**src/rtl/cp_if_stage.sv**
```systemverilog
// Instruction-fetch stage: owns the fetch PC, issues in-order word requests
// to instruction memory (req/gnt + rvalid), buffers returned words in a
// 2-entry queue and hands them to ID on a valid/ready handshake. A redirect
// restarts fetch at a new PC and squashes queued and in-flight words.
//
// Handshakes:
//   imem side : a request issues on a cycle with imem_req_o & imem_gnt_i.
//               imem_addr_o holds steady while imem_req_o waits for imem_gnt_i,
//               unless redirect_i moves it. Responses come back in issue order,
//               at least one cycle after their grant, one per imem_rvalid_i.
//   ID side   : a word transfers on a cycle with instr_valid_id_o &
//               instr_ready_id_i. While valid is high and ready is low,
//               instr_data_id_o and pc_id_o do not change.
module cp_if_stage #(
  parameter logic [31:0] RESET_PC = 32'h0000_0000
) (
  input  logic        clk,
  input  logic        rst_n,
  output logic        imem_req_o,
  output logic [31:0] imem_addr_o,
  input  logic        imem_gnt_i,
  input  logic        imem_rvalid_i,
  input  logic [31:0] imem_rdata_i,
  output logic        instr_valid_id_o,
  output logic [31:0] instr_data_id_o,
  output logic [31:0] pc_id_o,
  input  logic        instr_ready_id_i,
  input  logic        redirect_i,
  input  logic [31:0] redirect_pc_i
);

  logic [31:0] fetch_pc;
  logic [31:0] out_pc;
  logic [1:0]  inflight;
  logic [1:0]  discard;
  logic [1:0]  fifo_cnt;
  logic [31:0] fifo_q0;
  logic [31:0] fifo_q1;
  logic        started;

  logic        pop;
  logic [2:0]  occupancy;
  logic        credit;
  logic        issue;
  logic        resp;
  logic        drop;
  logic        push;
  logic [31:0] redir_pc;
  logic        unused_pc_bits;

  // Low address bits of the redirect target are forced to zero.
  assign redir_pc       = {redirect_pc_i[31:2], 2'b00};
  assign unused_pc_bits = ^redirect_pc_i[1:0];

  // Handshake qualifiers and the two-word credit rule.
  assign pop        = (fifo_cnt != 2'd0) & instr_ready_id_i;
  assign occupancy  = {1'b0, inflight} + {1'b0, fifo_cnt} - {2'b00, pop};
  assign credit     = (occupancy < 3'd2);
  assign imem_req_o = started & credit & ~redirect_i;
  assign imem_addr_o = fetch_pc;
  assign issue      = imem_req_o & imem_gnt_i;
  // A response with nothing outstanding is a protocol error and is ignored.
  assign resp       = imem_rvalid_i & (inflight != 2'd0);
  assign drop       = resp & (discard != 2'd0);
  assign push       = resp & ~drop & ~redirect_i;

  assign instr_valid_id_o = (fifo_cnt != 2'd0);
  assign instr_data_id_o  = fifo_q0;
  assign pc_id_o          = out_pc;

  // Start fetching one edge after reset release.
  always_ff @(posedge clk or negedge rst_n) begin
    if (!rst_n) begin
      started <= 1'b0;
    end else begin
      started <= 1'b1;
    end
  end

  // Fetch PC advances on issue; output PC advances on pop; both reload on redirect.
  always_ff @(posedge clk or negedge rst_n) begin
    if (!rst_n) begin
      fetch_pc <= RESET_PC;
      out_pc   <= RESET_PC;
    end else begin
      if (redirect_i) begin
        fetch_pc <= redir_pc;
      end else if (issue) begin
        fetch_pc <= fetch_pc + 32'd4;
      end
      if (redirect_i) begin
        out_pc <= redir_pc;
      end else if (pop) begin
        out_pc <= out_pc + 32'd4;
      end
    end
  end

  // Outstanding-request and stale-response counters.
  // discard never exceeds inflight (stale words are a subset of those in
  // flight), so on redirect every request still outstanding after this
  // cycle's response becomes stale: the new discard is inflight minus resp.
  always_ff @(posedge clk or negedge rst_n) begin
    if (!rst_n) begin
      inflight <= 2'd0;
      discard  <= 2'd0;
    end else begin
      inflight <= inflight + {1'b0, issue} - {1'b0, resp};
      if (redirect_i) begin
        discard <= inflight - {1'b0, resp};
      end else if (drop) begin
        discard <= discard - 2'd1;
      end
    end
  end

  // Two-entry in-order queue; fifo_q0 is always the head.
  always_ff @(posedge clk or negedge rst_n) begin
    if (!rst_n) begin
      fifo_cnt <= 2'd0;
      fifo_q0  <= 32'd0;
      fifo_q1  <= 32'd0;
    end else if (redirect_i) begin
      fifo_cnt <= 2'd0;
    end else begin
      case ({push, pop})
        2'b10: begin
          if (fifo_cnt == 2'd0) begin
            fifo_q0 <= imem_rdata_i;
          end else begin
            fifo_q1 <= imem_rdata_i;
          end
          fifo_cnt <= fifo_cnt + 2'd1;
        end
        2'b01: begin
          fifo_q0  <= fifo_q1;
          fifo_cnt <= fifo_cnt - 2'd1;
        end
        2'b11: begin
          if (fifo_cnt == 2'd1) begin
            fifo_q0 <= imem_rdata_i;
          end else begin
            fifo_q0 <= fifo_q1;
            fifo_q1 <= imem_rdata_i;
          end
        end
        default: begin
          fifo_cnt <= fifo_cnt;
        end
      endcase
    end
  end

  // The credit rule keeps a push off a full queue.
  a_no_overflow: assert property (@(posedge clk) disable iff (!rst_n)
    !(push && !pop && fifo_cnt == 2'd2));

  // Memory must not return a word that was never requested.
  a_rvalid_expected: assert property (@(posedge clk) disable iff (!rst_n)
    !(imem_rvalid_i && inflight == 2'd0));

endmodule

```
**config.mk**
```make
export PLATFORM = sky130hd
export DESIGN_NAME = cp_if_stage
export DESIGN_NICKNAME = d
export VERILOG_FILES = /design/src/rtl/cp_if_stage.sv
export SDC_FILE = /design/constraint.sdc
export NUM_CORES = 1
export LEC_CHECK = 0
export BUFFER_PORTS_ARGS = -buffer_cell sky130_fd_sc_hd__buf_2
export CORE_AREA = 2 2 108 120
export CTS_CLUSTER_SIZE = 16
export DETAILED_ROUTE_END_ITERATION = 16
export DIE_AREA = 0 0 110 122
export PLACE_DENSITY = 0.91
export SYNTH_ARGS = -nofsm -noshare
export SYNTH_HDL_FRONTEND = slang
export SYNTH_SLANG_ARGS = --single-unit
```
**constraint.sdc**
```tcl
create_clock -name clk -period 6.6 [get_ports clk]
set_clock_uncertainty 0.15 [all_clocks]
set_input_delay 1.32 -clock clk [delete_from_list [all_inputs] [get_ports clk]]
set_output_delay 1.32 -clock clk [all_outputs]
set_load 0.05 [all_outputs]
```
---- Yosys cells after proc, flatten, opt, wreduce, memory -nomap -nowiden ----
Index checks and enable logic that the tools add are counted.
storage, ports and cells
  input bits .............................. 70
  register bits ........................... 135
  word-level logic and storage cells ...... 62
  output and inout bits ................... 98
operators by class
  add/subtract/negate cells ............... 10
  eq/ne operators ......................... 7
  order comparisons ....................... 1
  multiplexer cells ....................... 14
  reductions and logical operators ........ 12
  bitwise logic cells ..................... 10
operator list
  kind                   number
  $mux 32                8
  $pmux 32 s3            1
  $add 32x3->32 const B  2
  $pmux 32 s2            1
  $reduce_bool 2->1      7
  $and 1x1->1            8
  $mux 2                 3
  $ne 2x2->1 const B     3
  $reduce_bool 3->1      2
  $eq 2x1->1 const B     2
  $eq 2x2->1 const B     2
  $pmux 2 s2             1
  $reduce_and 4->1       1
  $sub 2x1->2            2
  $sub 2x1->2 const B    2
  $add 2x2->3            1
  $lt 3x2->1 const B     1
  $reduce_and 3->1       1
  $sub 3x1->3            1
  $add 2x1->2            1
  $add 2x1->2 const B    1
  $logic_not 2->1        1
  $not 1->1              2

---- Depth between registers and ports, before layout ----
  depth in word-level cells ............... 9
  gate-level depth with buffers ........... 16
  gate-level depth less buffers ........... 15

---- Worst setup path before layout ----
No wires, ideal clock.
  kind .................................... input -> output
  from .................................... in instr_ready_id_i
  to ...................................... out imem_req_o
  setup slack ............................. 1487 ps
  arrival time ............................ 3643 ps
  buffers on the path ..................... 0
  required time ........................... 5130 ps
  stages .................................. 7
  cells stage by stage .................... nand2b_1 > inv_2 > ha_1 > nand2b_1 > fa_1 > xnor2_1 > nor3_1
on the way
  longest elaborated chain between the ends .. 5
RTL lines
  what                       line  text
  start, declared            27    input logic instr_ready_id_i,
  $and 1x1->1                56    assign pop = (fifo_cnt != 2'd0) & instr_ready_id_i;
  $sub 3x1->3                57    assign occupancy = {1'b0, inflight} + {1'b0, fifo_cnt} - {2'b00, pop};
  $lt 3x2->1                 58    assign credit = (occupancy < 3'd2);
  $and 1x1->1 (2 in series)  59    assign imem_req_o = started & credit & ~redirect_i;
  end, declared              19    output logic imem_req_o,
No other way between the ends.

---- Final worst setup path ----
Same ends and word-level chain as after synthesis.

==> results.ini <==
[status]
status=completed

[critical_path]
critPathArrivalTime_ps=3370
critical_path_peak_fanout=8
timing.setup.critical_path_class=input port to output pin
timing.critical_path.cells=buf_2, nand2b_1, inv_2, ha_1, nand2b_1, fa_1, xnor2_1, nor3_1, buf_2
required_ps=5130
r2r-end=inflight[1]$_DFF_PN0_
slowest_delay_ps=380
timing.rr.start=fifo_cnt[1]$_DFFE_PN0P_
critPathTopFamily=adder cells
setup.reg_to_reg.worst_slack_ps=2760
startpoint_type=input port
slowest_stage=fa_1
critical_path.n_buffers_inverters=3
r2r.worst_path.cells=15
crit_path_end_kind=output pin

[clock_tree]
worst_skew_pair.late_latency_ps=420
holdBufCountCts=0
post_cts_resize_count=0
htree_num_levels=4
tritoncts_clock_tree=done
post-cts-setup-buffer-count=0
num_clock_sinks=131
cts_buffers=17
clk_path_buf_depth=2
clock-root-buffer=clkbuf_16
cts.clk_slew.worst_paths_ps=60

[synth]
most_instantiated_library_cell_after_synthesis=dfrtp_1
post_synth_instance_area_sq_um=6600
synth-main-ff-cell=dfrtp_1
netlist.top_cell.by_area=dfrtp_1
postSynthRegisterBits=131
yosys.area.top_type_share_pct=49.7
synth-async-reset-ratio_pct=100
yosys_warnings=0
synth.top_cells.by_area=dfrtp_1 50%, mux2_2 6.8%, mux2i_1 5.0%, nand2_1 3.5%, a21oi_1 3.3%
synth.yosys.seq_area_share_pct=49.7
synth_cell_type_count=53
synthTopCellsByCount=131 x dfrtp_1, 61 x nand2_1, 51 x nor2_1
syn-instance-count=634
syn_avg_cell_area_sq_um=10.4
synth_edf_count=0

[final_layout]
stdcell_count=964
syn2layout_area_growth_pct=23.0
n_fill_cell=912
multi_input_gate_area_sq_um=3120
fin_util_pct=65.9
diodes=0
sequential_cell_area_sq_um=3280
fraction_of_layout_instances_using_a_drive_strength_above_1_pct=31.6
final_nets=875

[timing]
tightestPinTransition_ps=892
post-route-period-util_pct=73.4
post-route-min-period_ps=4840
final_slew_violations=0
post-route-worst-setup-slack_ps=1760
rsz0062_at_grt=false
finalHoldViolCount=0
max_frequency_mhz=206
tns_ps=0
timing.max_slew.rel_slack_pct=40.6
report.final.setup_viol=0

[placed_design]
place.gp.congestion=0.846
dp_hpwl_microns=11400
place_ws_ps=1790
port_buffers=161
placed_cells_incl_taps=932

[routing]
routed_wirelength_microns=16400
dr.pass1.iters=6
initialDrtViolationCount=552
routed_via_density=5.84
drt-wirelength-per-cell_microns=17.0
drt_drc_violations_left=0
postRouteAntennaNets=0
via_count=5630

[global_route]
global_route.peak_usage_layer=met2
use_met2_pct=41.6
initial_antenna_violation_count=0
grt_use_met1_pct=30.1
groute.layer.met3.usage_pct=7.28
overflow=0
first_global_vias=5498
grt_max_degree=73
global_route_wire_length_before_repair_microns=26200
grt_usage_pct=25.3

[hold_path]
hold_path_endpoint=fifo_q1[13]$_DFFE_PN0P_
hold_path.startpoint=fifo_q1[13]$_DFFE_PN0P_
hold_class=flop to flop
hold-path-cell-count=1

[power_and_ir_drop]
cellLeakagePower_nw=3.90
irDropWorstVdd_mv=0.297
powerDensity_nw_per_um2=438

[floorplanning]
ioPinCount=168
die_h_microns=122
overall_die_area_sq_um=13400
core_area_sq_um=12300
num_rows=43
starting_density_of_the_core_pct=53.6
die_w_microns=110

[flow_run]
max-cap-violations=0

## report_power, final
| part | switching, mW | internal (mW) |
|---|---|---|
| logic | 0.967 | 0.422 |
| registers | 0.176 | 1.06 |
| clock network | 0.369 | 0.569 |
| total | 1.51 | 2.05 |
## cell families (layout without fill, tap and decap cells)
family / after synthesis / in the layout / share of synthesized area (%)
XOR/XNOR: 44 / 44 / 5.84
AND/OR/NAND/NOR: 216 / 216 / 17.1
adder cells (fa/ha/maj): 11 / 11 / 2.20
flip-flops: 131 / 131 / 49.7
multiplexers: 73 / 73 / 11.8
other: 2 / 5 / 0.114
AO/OA/AOI/OAI: 111 / 111 / 9.99
buffers and inverters: 46 / 216 / 3.28
## layout by cell type, fill, tap and decap left out, drive strengths merged, types with 25 or more instances in the layout
cell type	instances
a21oi	43
buf	169
dfrtp	131
mux2	40
mux2i	33
nand2	61
nand3	29
nand4	25
nor2	52
o21ai	30
## through the flow
| step | area [sq um] | hold slack (ps) | total power, mW |
|---|---|---|---|
| floorplan | 6610 | 329 | 2.29 |
| global placement | 7520 | 336 | 2.58 |
| detailed placement | 7520 | 343 | 2.63 |
| CTS | 8120 | 356 | 3.58 |
| global route | 8120 | 360 | 3.75 |
| finish | 8120 | 354 | 3.56 |
## per-layer routing
layer	wire length, microns	vias up	part of all wire [%]
met5	0	-	0
met4	402	0	2.5
met3	1350	38	8.3
met2	8180	290	50
met1	6450	2712	39
li1	-	2590	-
## flip-flops by register name, summed over array words and instances (netlist names)
| signal | cells |
|---|---|
| discard | 2 |
| fifo_cnt | 2 |
| fifo_q1 | 32 |
| imem_addr_o | 30 |
| inflight | 2 |
| instr_data_id_o | 32 |
| pc_id_o | 30 |
| started | 1 |
## worst max-delay path by stage
stage                      from         end  slack (ps)  cells past startpoint
6_report       instr_ready_id_i  imem_req_o        1760                      9
5_1_grt        instr_ready_id_i  imem_req_o        1580                      9
4_1_cts        instr_ready_id_i  imem_req_o        1790                      9
3_5_place_dp   instr_ready_id_i  imem_req_o        1790                      9
3_3_place_gp   instr_ready_id_i  imem_req_o        1790                      9
2_1_floorplan  instr_ready_id_i  imem_req_o        1490                      7
## worst reg2reg max path, delay by kind of cell, from the launching register on
kind	cells	cell delay, ps
flops	1	390
fa+ha+maj	5	1390
xor+xnor	3	570
buf+inv	4	690
simple gates	3	560
## layout make-up
type                            instances  area share (%)
Sequential cell                       131            40.4
Multi-Input combinational cell        460            38.5
Timing Repair Buffer                  169            10.7
Clock buffer                           18            5.41
Tap cell                              157            2.42
Clock inverter                         14            1.91
Inverter                               15           0.694
No activity file was read; power rests on OpenSTA's default activity.
